[config.mk]
export PLATFORM = sky130hd
export DESIGN_NAME = instr_queue_flat
export DESIGN_NICKNAME = d
export VERILOG_FILES = /design/src/rtl/instr_queue_pkg.sv /design/src/rtl/instr_queue_if.sv /design/src/rtl/instr_queue_storage.sv /design/src/rtl/instr_queue.sv /design/src/flat_wrapper.sv
export SDC_FILE = /design/constraint.sdc
export NUM_CORES = 1
export LEC_CHECK = 0
export ABC_AREA = 1
export CORE_MARGIN = 2
export CORE_UTILIZATION = 45
export DETAILED_ROUTE_END_ITERATION = 8
export PLACE_DENSITY = 0.66
export SYNTH_ARGS = -nofsm -noshare
export SYNTH_HDL_FRONTEND = slang
export SYNTH_SLANG_ARGS = --single-unit
export TNS_END_PERCENT = 1
[constraint.sdc]
create_clock -name Clk -period 8.4 [get_ports Clk]
set_input_delay 1.68 -clock Clk [delete_from_list [all_inputs] [get_ports Clk]]
set_output_delay 1.68 -clock Clk [all_outputs]
set_load 0.03 [all_outputs]
[src/rtl/instr_queue_pkg.sv]
// Shared constants for the fetch/decode boundary: reset PC, the NOP word,
// and the width of one buffered {pc, instr} entry.
package instr_queue_pkg;

  localparam logic [31:0] PC_RESET   = 32'h0000_3000;
  localparam logic [31:0] NOP        = 32'h0000_0000;
  localparam int          IQ_ENTRY_W = 64;

endpackage

[src/rtl/instr_queue_if.sv]
// Fetch-side and decode-side handshake bundle of the instruction queue.
// The slave modport is the queue itself; the master modport is its environment.
interface instr_queue_if #(
  parameter int DEPTH = 4
);
  import instr_queue_pkg::*;

  localparam int CW = $clog2(DEPTH) + 1;

  logic          in_valid;
  logic [31:0]   in_pc;
  logic [31:0]   in_instr;
  logic          in_ready;
  logic          out_valid;
  logic [31:0]   out_pc;
  logic [31:0]   out_instr;
  logic          out_ready;
  logic          flush;
  logic [CW-1:0] count;

  modport slave (
    input  in_valid, in_pc, in_instr, out_ready, flush,
    output in_ready, out_valid, out_pc, out_instr, count
  );

  modport master (
    output in_valid, in_pc, in_instr, out_ready, flush,
    input  in_ready, out_valid, out_pc, out_instr, count
  );

endinterface

[src/rtl/instr_queue_storage.sv]
// Entry array for the instruction queue: one synchronous write port, one
// asynchronous read port, and deliberately no reset on the contents.
module iq_storage
  import instr_queue_pkg::*;
#(
  parameter int DEPTH = 4,
  localparam int AW = $clog2(DEPTH)
) (
  input  logic                  Clk,
  input  logic                  we_i,
  input  logic [AW-1:0]         waddr_i,
  input  logic [IQ_ENTRY_W-1:0] wdata_i,
  input  logic [AW-1:0]         raddr_i,
  output logic [IQ_ENTRY_W-1:0] rdata_o
);

  logic [IQ_ENTRY_W-1:0] mem_q [DEPTH];

  always_ff @(posedge Clk) begin
    if (we_i) begin
      mem_q[waddr_i] <= wdata_i;
    end
  end

  assign rdata_o = mem_q[raddr_i];

endmodule

[src/rtl/instr_queue.sv]
// Prefetch queue between fetch and decode: a DEPTH-entry circular buffer
// with valid/ready on both sides and a flush that drops everything buffered.
module instr_queue
  import instr_queue_pkg::*;
#(
  parameter int DEPTH = 4
) (
  input  logic          Clk,
  input  logic          Reset,
  instr_queue_if.slave  iq
);

  localparam int PW = $clog2(DEPTH);
  localparam int CW = PW + 1;
  localparam logic [CW-1:0] FULL = CW'(DEPTH);

  logic [PW-1:0]         wp_q, wp_d;
  logic [PW-1:0]         rp_q, rp_d;
  logic [CW-1:0]         count_q, count_d;
  logic                  notFull, notEmpty;
  logic                  push, pop, writeEn;
  logic [IQ_ENTRY_W-1:0] headEntry;

  // Handshake flags come only from registered occupancy, never from inputs.
  assign notFull  = (count_q != FULL);
  assign notEmpty = (count_q != '0);
  assign push     = iq.in_valid && notFull;
  assign pop      = iq.out_ready && notEmpty;
  assign writeEn  = push && !iq.flush && !Reset;

  // Flush wins over any push or pop presented in the same cycle.
  always_comb begin
    wp_d    = wp_q;
    rp_d    = rp_q;
    count_d = count_q;
    if (iq.flush) begin
      wp_d    = '0;
      rp_d    = '0;
      count_d = '0;
    end else begin
      if (push) begin
        wp_d = wp_q + PW'(1);
      end
      if (pop) begin
        rp_d = rp_q + PW'(1);
      end
      if (push && !pop) begin
        count_d = count_q + CW'(1);
      end else if (pop && !push) begin
        count_d = count_q - CW'(1);
      end
    end
  end

  always_ff @(posedge Clk) begin
    if (Reset) begin
      wp_q    <= '0;
      rp_q    <= '0;
      count_q <= '0;
    end else begin
      wp_q    <= wp_d;
      rp_q    <= rp_d;
      count_q <= count_d;
    end
  end

  iq_storage #(
    .DEPTH (DEPTH)
  ) u_storage (
    .Clk     (Clk),
    .we_i    (writeEn),
    .waddr_i (wp_q),
    .wdata_i ({iq.in_pc, iq.in_instr}),
    .raddr_i (rp_q),
    .rdata_o (headEntry)
  );

  // An empty queue shows forced reset values rather than stale array data.
  assign iq.in_ready  = notFull;
  assign iq.out_valid = notEmpty;
  assign iq.out_pc    = notEmpty ? headEntry[IQ_ENTRY_W-1:32] : PC_RESET;
  assign iq.out_instr = notEmpty ? headEntry[31:0] : NOP;
  assign iq.count     = count_q;

endmodule
[src/flat_wrapper.sv]
// flat-port wrapper written by rule: the top's interface ports become plain ports
module instr_queue_flat import instr_queue_pkg::*;
#(
  parameter int DEPTH = 4
)
  (Clk, Reset, iq_in_valid, iq_in_pc, iq_in_instr, iq_out_ready, iq_flush, iq_in_ready, iq_out_valid, iq_out_pc, iq_out_instr, iq_count);
  instr_queue_if #(.DEPTH(DEPTH)) iq_i ();
  input  logic Clk;
  input  logic Reset;
  input wire logic [$bits(iq_i.in_valid)-1:0] iq_in_valid;
  input wire logic [$bits(iq_i.in_pc)-1:0] iq_in_pc;
  input wire logic [$bits(iq_i.in_instr)-1:0] iq_in_instr;
  input wire logic [$bits(iq_i.out_ready)-1:0] iq_out_ready;
  input wire logic [$bits(iq_i.flush)-1:0] iq_flush;
  output wire logic [$bits(iq_i.in_ready)-1:0] iq_in_ready;
  output wire logic [$bits(iq_i.out_valid)-1:0] iq_out_valid;
  output wire logic [$bits(iq_i.out_pc)-1:0] iq_out_pc;
  output wire logic [$bits(iq_i.out_instr)-1:0] iq_out_instr;
  output wire logic [$bits(iq_i.count)-1:0] iq_count;
  assign iq_i.in_valid = iq_in_valid;
  assign iq_i.in_pc = iq_in_pc;
  assign iq_i.in_instr = iq_in_instr;
  assign iq_i.out_ready = iq_out_ready;
  assign iq_i.flush = iq_flush;
  assign iq_in_ready = iq_i.in_ready;
  assign iq_out_valid = iq_i.out_valid;
  assign iq_out_pc = iq_i.out_pc;
  assign iq_out_instr = iq_i.out_instr;
  assign iq_count = iq_i.count;
  instr_queue #(.DEPTH(DEPTH)) u_core (.Clk(Clk), .Reset(Reset), .iq(iq_i));
endmodule
### Yosys cells after proc, flatten, opt, wreduce, memory -nomap -nowiden

Memory sizes are Yosys's and may differ from the RTL's. A register that Yosys moved wholly into a read port is not among the register bits.
Cells that the tools add are included.

| word-level totals | value |
|---|---|
| bits in registers | 7 |
| RAM bits | 256 |
| output and inout port bits | 69 |
| memories kept | 1 |

| operators by class | value |
|---|---|
| $add $sub $neg | 4 |
| equal/unequal tests | 1 |
| muxes and demuxes | 8 |
| reduce and logical (&&, ||, !) cells | 13 |

Memories:

| name | words | width | read ports | clocked after Yosys merged registers in | wr ports | line | RTL |
|---|---|---|---|---|---|---|---|
| u_core.u_storage.mem_q | 4 | 64 | 1 | 1 | 1 | instr_queue_storage.sv:17 | `logic [IQ_ENTRY_W-1:0] mem_q [DEPTH];` |

Operators with widths:

| cell | count |
|---|---|
| 2-to-1 mux 32 bit | 2 |
| logical AND 1 bit | 6 |
| 2-to-1 mux 3 bit | 2 |
| adder 2 x 1 -> 2 bit, second input constant | 2 |
| zero test 1 bit | 4 |
| 2-to-1 mux 2 bit | 2 |
| adder 3 x 1 -> 3 bit, second input constant | 1 |
| != test 3 bit, second input constant | 1 |
| nonzero test 3 bit | 1 |
| subtractor 3 x 1 -> 3 bit, second input constant | 1 |
| 2-to-1 mux 1 bit | 2 |
| nonzero test 2 bit | 1 |
| OR reduction 2 bit | 1 |

### Depth between registers and ports, before layout

| logic depth | value |
|---|---|
| word-level depth | 6 |
| depth in mapped cells | 12 |
| gate-level depth less buffers | 12 |

### Hierarchy

Synthesis repeated with hierarchy kept, for this count alone.

| second synthesis, totals | value |
|---|---|
| cells, all modules | 1,197 |
| area, all modules | 11,669.9 µm² |

Modules (own cells, without submodules):

| module | instances | cells an instance | area each (µm²) | sequential area each (µm²) |
|---|---|---|---|---|
| iq_storage | 1 | 1,010 | 10,761.6 | 7,687.4 |
| instr_queue | 1 | 187 | 908.4 | 140.1 |

### Worst setup path after synthesis

Ideal clock, no wire load.

| timing | value |
|---|---|
| path type | input to register |
| start | input port iq_in_valid |
| end | memory u_core.u_storage.mem_q[0][0], enable pin |
| library setup time | 0.486 ns |
| data arrival time | 4.760 ns |
| required time | 7.914 ns |
| setup slack | 3.154 ns |
| stages | 3 |
| buffers on the path | 0 |
| cell sequence | a21boi_1 > nand2_1 > nor2_1 |

| on the way | value |
|---|---|
| cells in the longest elaborated chain, start to end | 5 |

RTL lines:

| what | line | RTL |
|---|---|---|
| start: declaration | flat_wrapper.sv:10 | `input wire logic [$bits(iq_i.in_valid)-1:0] iq_in_valid;` |
| logical AND 1 bit | instr_queue.sv:27 | `assign push = iq.in_valid && notFull;` |
| logical AND 1 bit (2 in series) | instr_queue.sv:29 | `assign writeEn = push && !iq.flush && !Reset;` |
| 2-to-1 mux 1 bit | instr_queue_storage.sv:20 | `if (we_i) begin` |
| 2-to-1 mux 1 bit (implied by the code) | instr_queue_storage.sv:21 | `mem_q[waddr_i] <= wdata_i;` |
| end: declaration | instr_queue_storage.sv:17 |  |

Every way passes these cells.

==> run summary <==
Std-Cell Rows -> 55
clock insertion delay at the later pin of the skew report -> 0.52 ns
largest net degree at the start of global routing -> 95
# DRC -> 0
Data required, critical path -> 6.72 ns
clk sinks -> 265
min Tclk post-route -> 5.12 ns
Static Leak -> 4.25 nW
synth top area cells -> edfxtp_1 (73%), nor2_1 (9.4%), o21ai_0 (5.7%), a21oi_1 (3.3%), buf_6 (2.4%)
Worst slew margin -> 26.6%
status -> complete, no violations
placed insts -> 1,207
Place WS -> 3.69 ns
Slew @ Worst Pin -> 1.10 ns
DP HPWL -> 11,600 µm
CP max FO -> 94
CTS-repair resized insts -> 0
commonest cells in the netlist -> nor2_1 (261), edfxtp_1 (256), o21ai_0 (119), a21oi_1 (70), nand2_1 (25)
asr flop ratio synth -> 0%
dominant cell type by area after synthesis -> edfxtp_1
RSZ-0062 raised after global routing -> false
Overall Global Routing Usage -> 17.5%
CTS tree -> built
final setup vio count -> 0
gp weighted congestion -> 0.720
Core Area -> 0.0227 mm²
WL/cell -> 17.3 µm
pwr/cell area -> 231 mW/mm²
cts bufs inserted -> 26
Setup crit end kind -> primary output
diode count -> 0
drt first pass iters -> 4
Final Hold Viols -> 0
Hold WC Path Type -> reg -> reg
via count -> 6,488
crit path kind -> reg -> out
MaxCap Viol Count -> 0
aggregate global routing overflow -> 0
share of post-route cells with drive strength above 1 -> 5.26%
vias in the first global route -> 6,303
Ports -> 138
Overall Power -> 2.94 mW
fmax -> 195 MHz
Synth top area share -> 73.4%
maximum buffer depth of the clock tree -> 3
number of flops mapped to enable cells by yosys -> 256
Final WS setup -> 3.28 ns
Initial Utilization -> 46.1%
Via-to-Cell Ratio -> 5.17
initial antenna violation count -> 1
Hold Buf Count CTS -> 0
Mapped Nets -> 898
sequential area share after synthesis -> 75.2%
Mean Syn Cell Area -> 12.7 µm²
ANT nets after route -> 0
non-filler cells, final -> 1,254
CTS root buf -> clkbuf_16
ys flop type -> edfxtp_1
CTS H-tree lvls -> 1
Die Wd -> 157 µm
FF+latch count, synth -> 265
Final Max Slew Viols -> 0
most common cell in the netlist -> nor2_1
maximum VDD drop -> 0.000142 V
Reg clk slew, reported paths -> 0.06 ns
Tcrit/Tclk final -> 61.0%
Startpoint Class -> flip-flop
fin area -> 0.0128 mm²
Distinct cells, synth -> 20
die area -> 0.0245 mm²
critical path arrival -> 3.44 ns
WHS -> 0.501 ns
Yosys Warn Count -> 0
DP Area -> 0.0119 mm²
synthesized area -> 0.0105 mm²
# Post-CTS Setup Buffers -> 0
Detailed Route WL -> 21,700 µm
1st-iter DRT viols -> 368
setup TNS -> 0 ns
Post-Syn Instances -> 823
Clock Skews -> 0.0161 ns
first-pass GRT wire length -> 33,100 µm
Final #Nets -> 1,025
I/O Buffers -> 137
Layout area overhead -> 21.8%
die height -> 157 µm
Final Util -> 56.1%
==> area by class of cell <==
class,instances,area [µm²]
fill,1837,9960
sequential,265,7870
multi-input combinational,495,2210
timing repair buffer,146,1440
clock buffer,32,694
tap,285,357
clock inverter,15,116
inverter,16,61.3
==> layer usage <==
metal	wire, µm	track usage (%)
met2	10600	30.5
met3	1390	3.27
met5	10	0
met4	537	6.29
met1	9180	22.0
==> worst max-delay path, stage by stage, from the launching register on <==
cell,delay (ns)
dfxtp_4,0.61
buf_4,0.88
nor2_1,0.12
nor2_1,0.11
o21ai_0,0.09
a21oi_1,0.29
clkdlybuf4s50_1,0.73
==> placed cells by master, fill, tap and decap left out <==
cell type / n
clkinv_1: 9
nand3b_1: 1
dfxtp_2: 1
nor2_1: 257
clkinvlp_4: 1
inv_2: 2
a21oi_1: 70
bufinv_16: 2
nand2_1: 25
edfxtp_1: 256
o21ai_0: 119
inv_1: 13
fa_1: 1
clkdlybuf4s50_1: 137
dfxtp_1: 7
clkbuf_16: 27
buf_4: 9
o21ai_1: 7
dfxtp_4: 1
nor2_4: 4
clkbuf_1: 5
ha_1: 5
nand3_1: 4
xor2_1: 1
clkinv_2: 4
a21boi_1: 1
==> registers in the layout (all words and copies together), names as in the netlist, named ones only <==
name / count
u_core.u_storage.mem_q: 256
u_core.iq.count: 3
u_core.wp_q: 2
u_core.rp_q: 2
==> final timing paths <==
check | startpoint | slack [ns] | endpoint | depth (start not counted)
max | flip-flop | 3.28 | iq_out_pc[31] | 6
min | u_core.rp_q[1]$_SDFFE_PP0P_ | 0.50 | flip-flop | 2
max reg2reg | u_core.iq.count[1]$_SDFFE_PP0P_ | 5.43 | u_core.u_storage.mem_q[1][29]$_DFFE_PP_ | 5
min reg2reg | u_core.rp_q[1]$_SDFFE_PP0P_ | 0.50 | flip-flop | 2
==> power breakdown <==
group | switching [mW] | total [mW] | internal (mW) | leakage, nW
sequential | 0.00880 | 1.48 | 1.47 | 2.39
combinational | 0.237 | 0.375 | 0.138 | 1.47
clock | 0.449 | 1.09 | 0.644 | 0.393
total | 0.694 | 2.94 | 2.25 | 4.25
==> kinds of logic after synthesis <==
kind of cell	synth area share, %
compound gates	9.44
xor+xnor	0.0837
buf+inv	3.99
fa+ha+maj	0.789
simple gates	10.5
flops	75.2
Power figures use the tool's default switching activity.
